==> src/rtl/instr_fetch_unit.sv <==
// Fetch front end for the picoMIPS core: drives the program ROM from the PC,
// captures each returned word together with its address tag in a 2-entry FIFO
// and hands it to the decoder over a valid/ready handshake. A fetch is issued
// only when a FIFO slot is guaranteed, so returning ROM data is never dropped.
module instr_fetch_unit #(
  parameter int unsigned P_SIZE  = 6,
  parameter int unsigned I_WIDTH = 16,
  parameter bit          WRAP    = 1'b1
) (
  input  logic               clk,
  input  logic               nRst,
  input  logic [P_SIZE-1:0]  pcAddr,
  output logic               pcInc,
  output logic [P_SIZE-1:0]  romAddr,
  input  logic [I_WIDTH-1:0] romData,
  input  logic               run,
  output logic [I_WIDTH-1:0] instr,
  output logic [P_SIZE-1:0]  instrAddr,
  output logic               instrValid,
  input  logic               instrReady,
  output logic               done
);

  typedef enum logic [1:0] {
    S_IDLE  = 2'd0,
    S_FETCH = 2'd1,
    S_DRAIN = 2'd2,
    S_DONE  = 2'd3
  } state_t;

  state_t              state_q, state_d;
  logic                flag_q, flag_d;
  logic [2:0]          count_q, count_d;
  logic                inflight_q, inflight_d;
  logic [P_SIZE-1:0]   tag_q, tag_d;
  logic [I_WIDTH-1:0]  head_data_q, head_data_d;
  logic [P_SIZE-1:0]   head_addr_q, head_addr_d;
  logic [I_WIDTH-1:0]  tail_data_q, tail_data_d;
  logic [P_SIZE-1:0]   tail_addr_q, tail_addr_d;

  logic                pop;
  logic                push;
  logic [2:0]          space;
  logic [2:0]          occ_after_pop;
  logic                issue;
  logic                last_addr;

  // Handshake and issue qualification: a slot freed by this cycle's pop counts
  // as space, which is what allows one fetch per cycle with the decoder ready.
  always_comb begin
    instrValid    = (count_q != 3'd0);
    pop           = instrValid && instrReady;
    push          = inflight_q;
    space         = 3'd2 - count_q - {2'b00, inflight_q} + {2'b00, pop};
    issue         = (state_q == S_FETCH) && run && (space != 3'd0);
    last_addr     = (pcAddr == '1);
    occ_after_pop = count_q - {2'b00, pop};
    pcInc         = issue;
    romAddr       = pcAddr;
    instr         = head_data_q;
    instrAddr     = head_addr_q;
    done          = (state_q == S_DONE);
  end

  // Control FSM next state; the DONE flag records that the last address was issued.
  always_comb begin
    state_d = state_q;
    flag_d  = flag_q;
    unique case (state_q)
      S_IDLE: begin
        if (run) state_d = S_FETCH;
      end
      S_FETCH: begin
        if (issue && (WRAP == 1'b0) && last_addr) begin
          state_d = S_DRAIN;
          flag_d  = 1'b1;
        end else if (!run) begin
          state_d = S_DRAIN;
        end
      end
      S_DRAIN: begin
        if ((count_q == 3'd0) && !inflight_q) begin
          state_d = flag_q ? S_DONE : S_IDLE;
        end
      end
      S_DONE: begin
        if (!run) begin
          state_d = S_IDLE;
          flag_d  = 1'b0;
        end
      end
      default: state_d = S_IDLE;
    endcase
  end

  // Fetch tracking and FIFO update. A pop shifts the tail into the head; the
  // returning word then lands in whichever slot is first free after that pop.
  always_comb begin
    inflight_d  = issue;
    tag_d       = issue ? pcAddr : tag_q;
    count_d     = count_q + {2'b00, push} - {2'b00, pop};
    head_data_d = head_data_q;
    head_addr_d = head_addr_q;
    tail_data_d = tail_data_q;
    tail_addr_d = tail_addr_q;
    if (pop) begin
      head_data_d = tail_data_q;
      head_addr_d = tail_addr_q;
    end
    if (push) begin
      if (occ_after_pop == 3'd0) begin
        head_data_d = romData;
        head_addr_d = tag_q;
      end else begin
        tail_data_d = romData;
        tail_addr_d = tag_q;
      end
    end
  end

  // State registers; reset discards buffered and in-flight words.
  always_ff @(posedge clk or negedge nRst) begin
    if (!nRst) begin
      state_q     <= S_IDLE;
      flag_q      <= 1'b0;
      count_q     <= '0;
      inflight_q  <= 1'b0;
      tag_q       <= '0;
      head_data_q <= '0;
      head_addr_q <= '0;
      tail_data_q <= '0;
      tail_addr_q <= '0;
    end else begin
      state_q     <= state_d;
      flag_q      <= flag_d;
      count_q     <= count_d;
      inflight_q  <= inflight_d;
      tag_q       <= tag_d;
      head_data_q <= head_data_d;
      head_addr_q <= head_addr_d;
      tail_data_q <= tail_data_d;
      tail_addr_q <= tail_addr_d;
    end
  end

  // A returning word must always find a free slot.
  a_no_overflow: assert property (@(posedge clk) disable iff (!nRst)
    !(inflight_q && (count_q == 3'd2)));

  // Occupancy stays within the two entries.
  a_count_range: assert property (@(posedge clk) disable iff (!nRst)
    count_q <= 3'd2);

  // The head is held while the decoder stalls.
  a_hold_head: assert property (@(posedge clk) disable iff (!nRst)
    (instrValid && !instrReady) |=> ($stable(instr) && $stable(instrAddr)));

  // Fetches are issued only from FETCH.
  a_issue_state: assert property (@(posedge clk) disable iff (!nRst)
    pcInc |-> (state_q == S_FETCH));

endmodule

==> config.mk <==
export PLATFORM = sky130hd
export DESIGN_NAME = instr_fetch_unit
export DESIGN_NICKNAME = d
export VERILOG_FILES = /design/src/rtl/instr_fetch_unit.sv
export SDC_FILE = /design/constraint.sdc
export NUM_CORES = 1
export LEC_CHECK = 0
export BUFFER_PORTS_ARGS = -buffer_cell sky130_fd_sc_hd__buf_2
export CAP_MARGIN = 30
export CORE_MARGIN = 2
export CORE_UTILIZATION = 30
export CTS_BUF_LIST = sky130_fd_sc_hd__clkbuf_8
export DETAILED_ROUTE_END_ITERATION = 10
export GPL_TIMING_DRIVEN = 0
export PLACE_DENSITY = 0.47
export SLEW_MARGIN = 20
export SYNTH_ARGS = -nofsm -noshare
export SYNTH_HDL_FRONTEND = slang
export SYNTH_SLANG_ARGS = --single-unit
==> constraint.sdc <==
create_clock -name clk -period 3 [get_ports clk]
set_clock_uncertainty 0.05 [all_clocks]
set_input_delay 0.6 -clock clk [delete_from_list [all_inputs] [get_ports clk]]
set_output_delay 0.6 -clock clk [all_outputs]
set_load 0.1 [all_outputs]
==> metrics.txt, run 1 <==
status finished, final reports clean; Hold WC Path Type input pin to asynchronous set/reset pin; Yosys reg bits 56; RSZ-0062 raised after global routing true; crit path time final 2970 ps; fin area 3200 µm²; H-tree levels 2; Tcrit/Tclk final 0.991; worst path cell trace o31ai_4 -> buf_6 -> fa_2 -> inv_2 -> ha_4 -> xnor3_2 -> a311oi_4 -> buf_12; clk sinks 56; Max clock buf depth 2; Final Max Slew Viols 0; residual DRC count 0; IO Port Bufs 56; Reg2Reg Setup Slack 370 ps; worst rel slew slack 0.509; Mapped Cells 169; EDFF count, synth 0; drt first pass iters 2; # diodes 0; placed cell areas 2980 µm²; Max-Cap Viols 0; Root Buffer clkbuf_8; Unique masters post-synth 24; fillers 818; yosys warns 0; slowest cell on the critical path dfrtp_2; first-pass GRT wire length 7780 µm; core footprint 8220 µm²; CP Capture Type output pin; post-route ant nets 0; layout cell share with drive strength beyond 1 0.678; Worst Path Arrival 2320 ps; setup tns final 0 ps; Rows 33; clock slew at reported path FFs 100 ps; Mean Syn Cell Area 15.0 µm²; DR WL/cell 14.0 µm; most numerous cell in the Yosys netlist mux2_2; antenna violations before repair 0; Starting DRT DRC Count 50; ys async rst share 1.00; vias in the first global route 1,522; area leader, netlist dfrtp_1; Hold-fix buffers, CTS 0; Initial Util 0.309; CP required 2350 ps; GRT Total Usage 0.115; Most used DFF post-synth dfrtp_1; routability cong. 0.683; sequential share of the synthesized area 0.552; worst setup margin 26.1 ps; TritonCTS Buffers 5; die width 96.0 µm; Worst Max-Slew Pin Slew 737 ps; clock latency on the worst-skew pair 300 ps; hpwl dp 3260 µm; die height 96.0 µm; die area 9210 µm²; top cells by instance count after synthesis mux2_2 (72), dfrtp_1 (56), buf_4 (6), inv_1 (6); Synth Net Count 199; startpoint types flip-flop; final setup fails 0; top cell type's share of synthesized area 0.552; largest cells by area after synthesis dfrtp_1 (55%), mux2_2 (32%), buf_4 (1.8%); f_max 336 MHz; Area Growth Syn to Fin 25.9%; Hold Violations, Final 0; Worst Path Buf+Inv 3; routed vias/inst 4.37; Worst Path Max Fanout 2; Placement Setup Slack -620 ps; Setup Crit Path Kind flip-flop to output pin; Post-Syn Area 2540 µm²; largest net degree at the start of global routing 57; I/O pin count 57; total congestion overflow 0; family with the most delay on the worst path compound AO/OA/AOI/OAI gates; Max stage delay on crit path 430 ps; CTS tree built; vias 1,515; Nets 271; final wirelength 4870 µm
## cell type report
cell class / instances / area, µm² / share of cell area
inverter: 6 / 22.5 / 0.00705
tap: 105 / 131 / 0.0411
sequential: 56 / 1400 / 0.439
clock inverter: 1 / 30.0 / 0.00940
timing repair buffer: 66 / 373 / 0.117
multi-input combinational: 94 / 1060 / 0.332
clock buffer: 7 / 96.3 / 0.0301
buffer: 12 / 76.3 / 0.0239
## metrics by stage
stage,util,hold slack (ps),cells
finish,0.389,298,347
floorplan,-,254,169
detailed placement,0.362,443,330
global placement,0.362,437,330
global route,0.389,352,347
CTS,0.387,326,345
## registers in the layout (all words and copies together), names as in the netlist
signal	flops
instr	16
tail_data_q	16
instrAddr	6
tag_q	6
tail_addr_q	6
count_q	3
state_q	2
inflight_q	1
## timing repair
action,4_1_cts,5_1_grt
cloned,0,0
setup endpoints to repair,7,1
gates resized for setup,8,2
buffers inserted,7,3
pin swaps,2,2
hold endpoints to repair,0,0
## placed cells by master, fill, tap and decap left out, types with 2 or more instances in the layout
cell,n
dfrtp_1,54
nand2b_1,2
mux2_2,72
clkbuf_1,3
inv_1,5
clkbuf_8,7
buf_4,17
nor2_1,2
buf_2,55
xnor2_1,3
dfrtp_2,2
## logic make-up (layout without fill, tap and decap cells)
logic type,after synthesis,after routing,share of synthesized area
buf+inv,19,92,0.0385
mux,72,72,0.320
compound gates,6,6,0.0276
simple gates,8,8,0.0168
xor+xnor,4,4,0.0197
flops,56,56,0.552
fa+ha+maj,4,4,0.0256
## path summary, 6_finish.rpt
check                                       end            start  depth (start not counted)
worst max register to register         tag_q[5]       count_q[1]                         10
min in group clk                tail_data_q[12]  tail_data_q[12]                          1
worst min-delay path               instrAddr[1]             nRst                          1
worst max-delay path                      pcInc       count_q[1]                          8
worst min register to register  tail_data_q[12]  tail_data_q[12]                          1
max in group asynchronous            count_q[1]             nRst                          1
## metal layers
layer / track usage / up-vias / share of wire
met5: 0 / - / 0
met4: 0.0429 / 0 / 0.012
met3: 0.0266 / 5 / 0.043
met2: 0.175 / 29 / 0.50
met1: 0.158 / 758 / 0.45
li1: - / 723 / -
Power of run 1 is left out: the tool's default activity adds up to more than one toggle a clock period on the data nets, which glitch-free logic cannot reach.
==> run 2: changes to the inputs <==
Settings changed: RECOVER_POWER from default to 50.
==> run 2 against run 1 <==
Critical path type unchanged; wire length barely moved; non-clock buffer count did not move; cell count did not move; critical path depth did not move; sequential cell count did not move; worst hold slack improved by 170 ps; global-route usage did not move; via count rose by 0.13%; final area barely moved; die area did not move; largest cell class unchanged.
==> metrics.txt, run 2 (same netlist as run 1, synthesis figures left out) <==
Tcrit/Tclk final 0.991 (about the same); Nets 271 (unchanged); routed vias/inst 4.37 (about the same); worst rel slew slack 0.0391 (was 0.509); clock latency on the worst-skew pair 300 ps (about the same); status finished, final reports clean (unchanged); hpwl dp 3260 µm (unchanged); residual DRC count 0 (unchanged); Hold WC Path Type flip-flop to flip-flop (was input pin to asynchronous set/reset pin); Root Buffer clkbuf_8 (unchanged); final setup fails 0 (unchanged); most frequent cells in the layout mux2_2 (72), buf_2 (55), dfrtp_1 (54) (unchanged); Hold Violations, Final 0 (unchanged); CP Capture Type output pin (unchanged); Worst Path Max Fanout 2 (unchanged); Rows 33 (unchanged); clk sinks 56 (unchanged); clock slew at reported path FFs 100 ps (about the same); Setup Crit Path Kind flip-flop to output pin (unchanged); drt first pass iters 2 (unchanged); die area 9210 µm² (unchanged); total congestion overflow 0 (unchanged); crit path time final 2970 ps (about the same); worst setup margin 26.1 ps (about the same); DR WL/cell 14.0 µm (about the same); commonest non-fill, non-tap cell in the layout mux2_2 (unchanged); GRT Total Usage 0.115 (unchanged); core footprint 8220 µm² (unchanged); startpoint types flip-flop (unchanged); I/O pin count 57 (unchanged); antenna violations before repair 0 (unchanged); placed cell areas 2980 µm² (unchanged); IO Port Bufs 56 (unchanged); layout cell share with drive strength beyond 1 0.678 (unchanged); Post-Layout Cell Count 347 (unchanged); placed cells 330 (unchanged); Worst Max-Slew Pin Slew 1440 ps (was 737 ps); Max clock buf depth 2 (unchanged); Reg2Reg Setup Slack 380 ps (was 370 ps); largest net degree at the start of global routing 57 (unchanged); CTS tree built (unchanged); fin area 3190 µm² (was 3200 µm²); routability cong. 0.683 (unchanged); Initial Util 0.309 (unchanged); Area Growth Syn to Fin 25.8% (was 25.9%); Final Max Slew Viols 0 (unchanged); Worst Hold Depth 1; R2R depth 10 (unchanged); final wirelength 4870 µm (about the same); post-route ant nets 0 (unchanged); RSZ-0062 raised after global routing true (unchanged); H-tree levels 2 (unchanged); CP required 2350 ps (about the same); Placement Setup Slack -620 ps (unchanged); # diodes 0 (unchanged); die height 96.0 µm (unchanged); vias in the first global route 1,522 (unchanged); Worst Path Arrival 2320 ps (about the same); first-pass GRT wire length 7780 µm (unchanged); f_max 336 MHz (unchanged); Starting DRT DRC Count 50 (unchanged); vias 1,517 (was 1,515); TritonCTS Buffers 5 (unchanged); Max-Cap Viols 0 (unchanged); die width 96.0 µm (unchanged)
## run 2: cell types whose count changed in the layout (fill, tap and decap cells not counted)
cell      before  now
buf_4         17   16
clkbuf_2       0    1
## run 2: final timing paths
kind	to	startpoint
max reg2reg	tag_q[5]	count_q[1]
min in group asynchronous	instrAddr[1]	nRst
min	tail_data_q[12]	tail_data_q[12]
max	pcInc	count_q[1]
min reg2reg	tail_data_q[12]	tail_data_q[12]
max in group asynchronous	count_q[1]	nRst
## run 2: timing repair
action                     4_1_cts  5_1_grt
pin swaps                        2        2
hold buffers                     0        0
gates resized for setup          8        2
setup endpoints to repair        7        1
buffers inserted                 7        3
cloned                           0        0
## run 2: area by class of cell
| class | count | area, µm² |
|---|---|---|
| Clock inverter | 1 | 30.0 |
| Multi-Input combinational cell | 94 | 1060 |
| Buffer | 12 | 76.3 |
| Clock buffer | 7 | 96.3 |
| Fill cell | 819 | 5020 |
| Sequential cell | 56 | 1400 |
| Tap cell | 105 | 131 |
| Inverter | 6 | 22.5 |
| Timing Repair Buffer | 66 | 370 |
## run 2: per-layer routing
layer / global-route usage / share of wire
met3: 0.0266 / 0.044
met2: 0.175 / 0.50
met4: 0.0429 / 0.012
met5: 0 / 0
met1: 0.158 / 0.45
## run 2: per-stage QoR
step / util / setup TNS, ps / hold slack (ps)
detailed placement: 0.362 / -630 / 443
global placement: 0.362 / -603 / 437
CTS: 0.387 / -112 / 326
floorplan: - / -2760 / 254
finish: 0.389 / 0 / 464
global route: 0.389 / -76.7 / 468
## run 2: critical path, stage by stage (launching register included)
cell	delay [ps]
dfrtp_2	430
o31ai_4	290
buf_6	140
fa_2	180
inv_2	40
ha_4	140
xnor3_2	230
a311oi_4	330
buf_12	220
Power of run 2 is left out for the same reason.
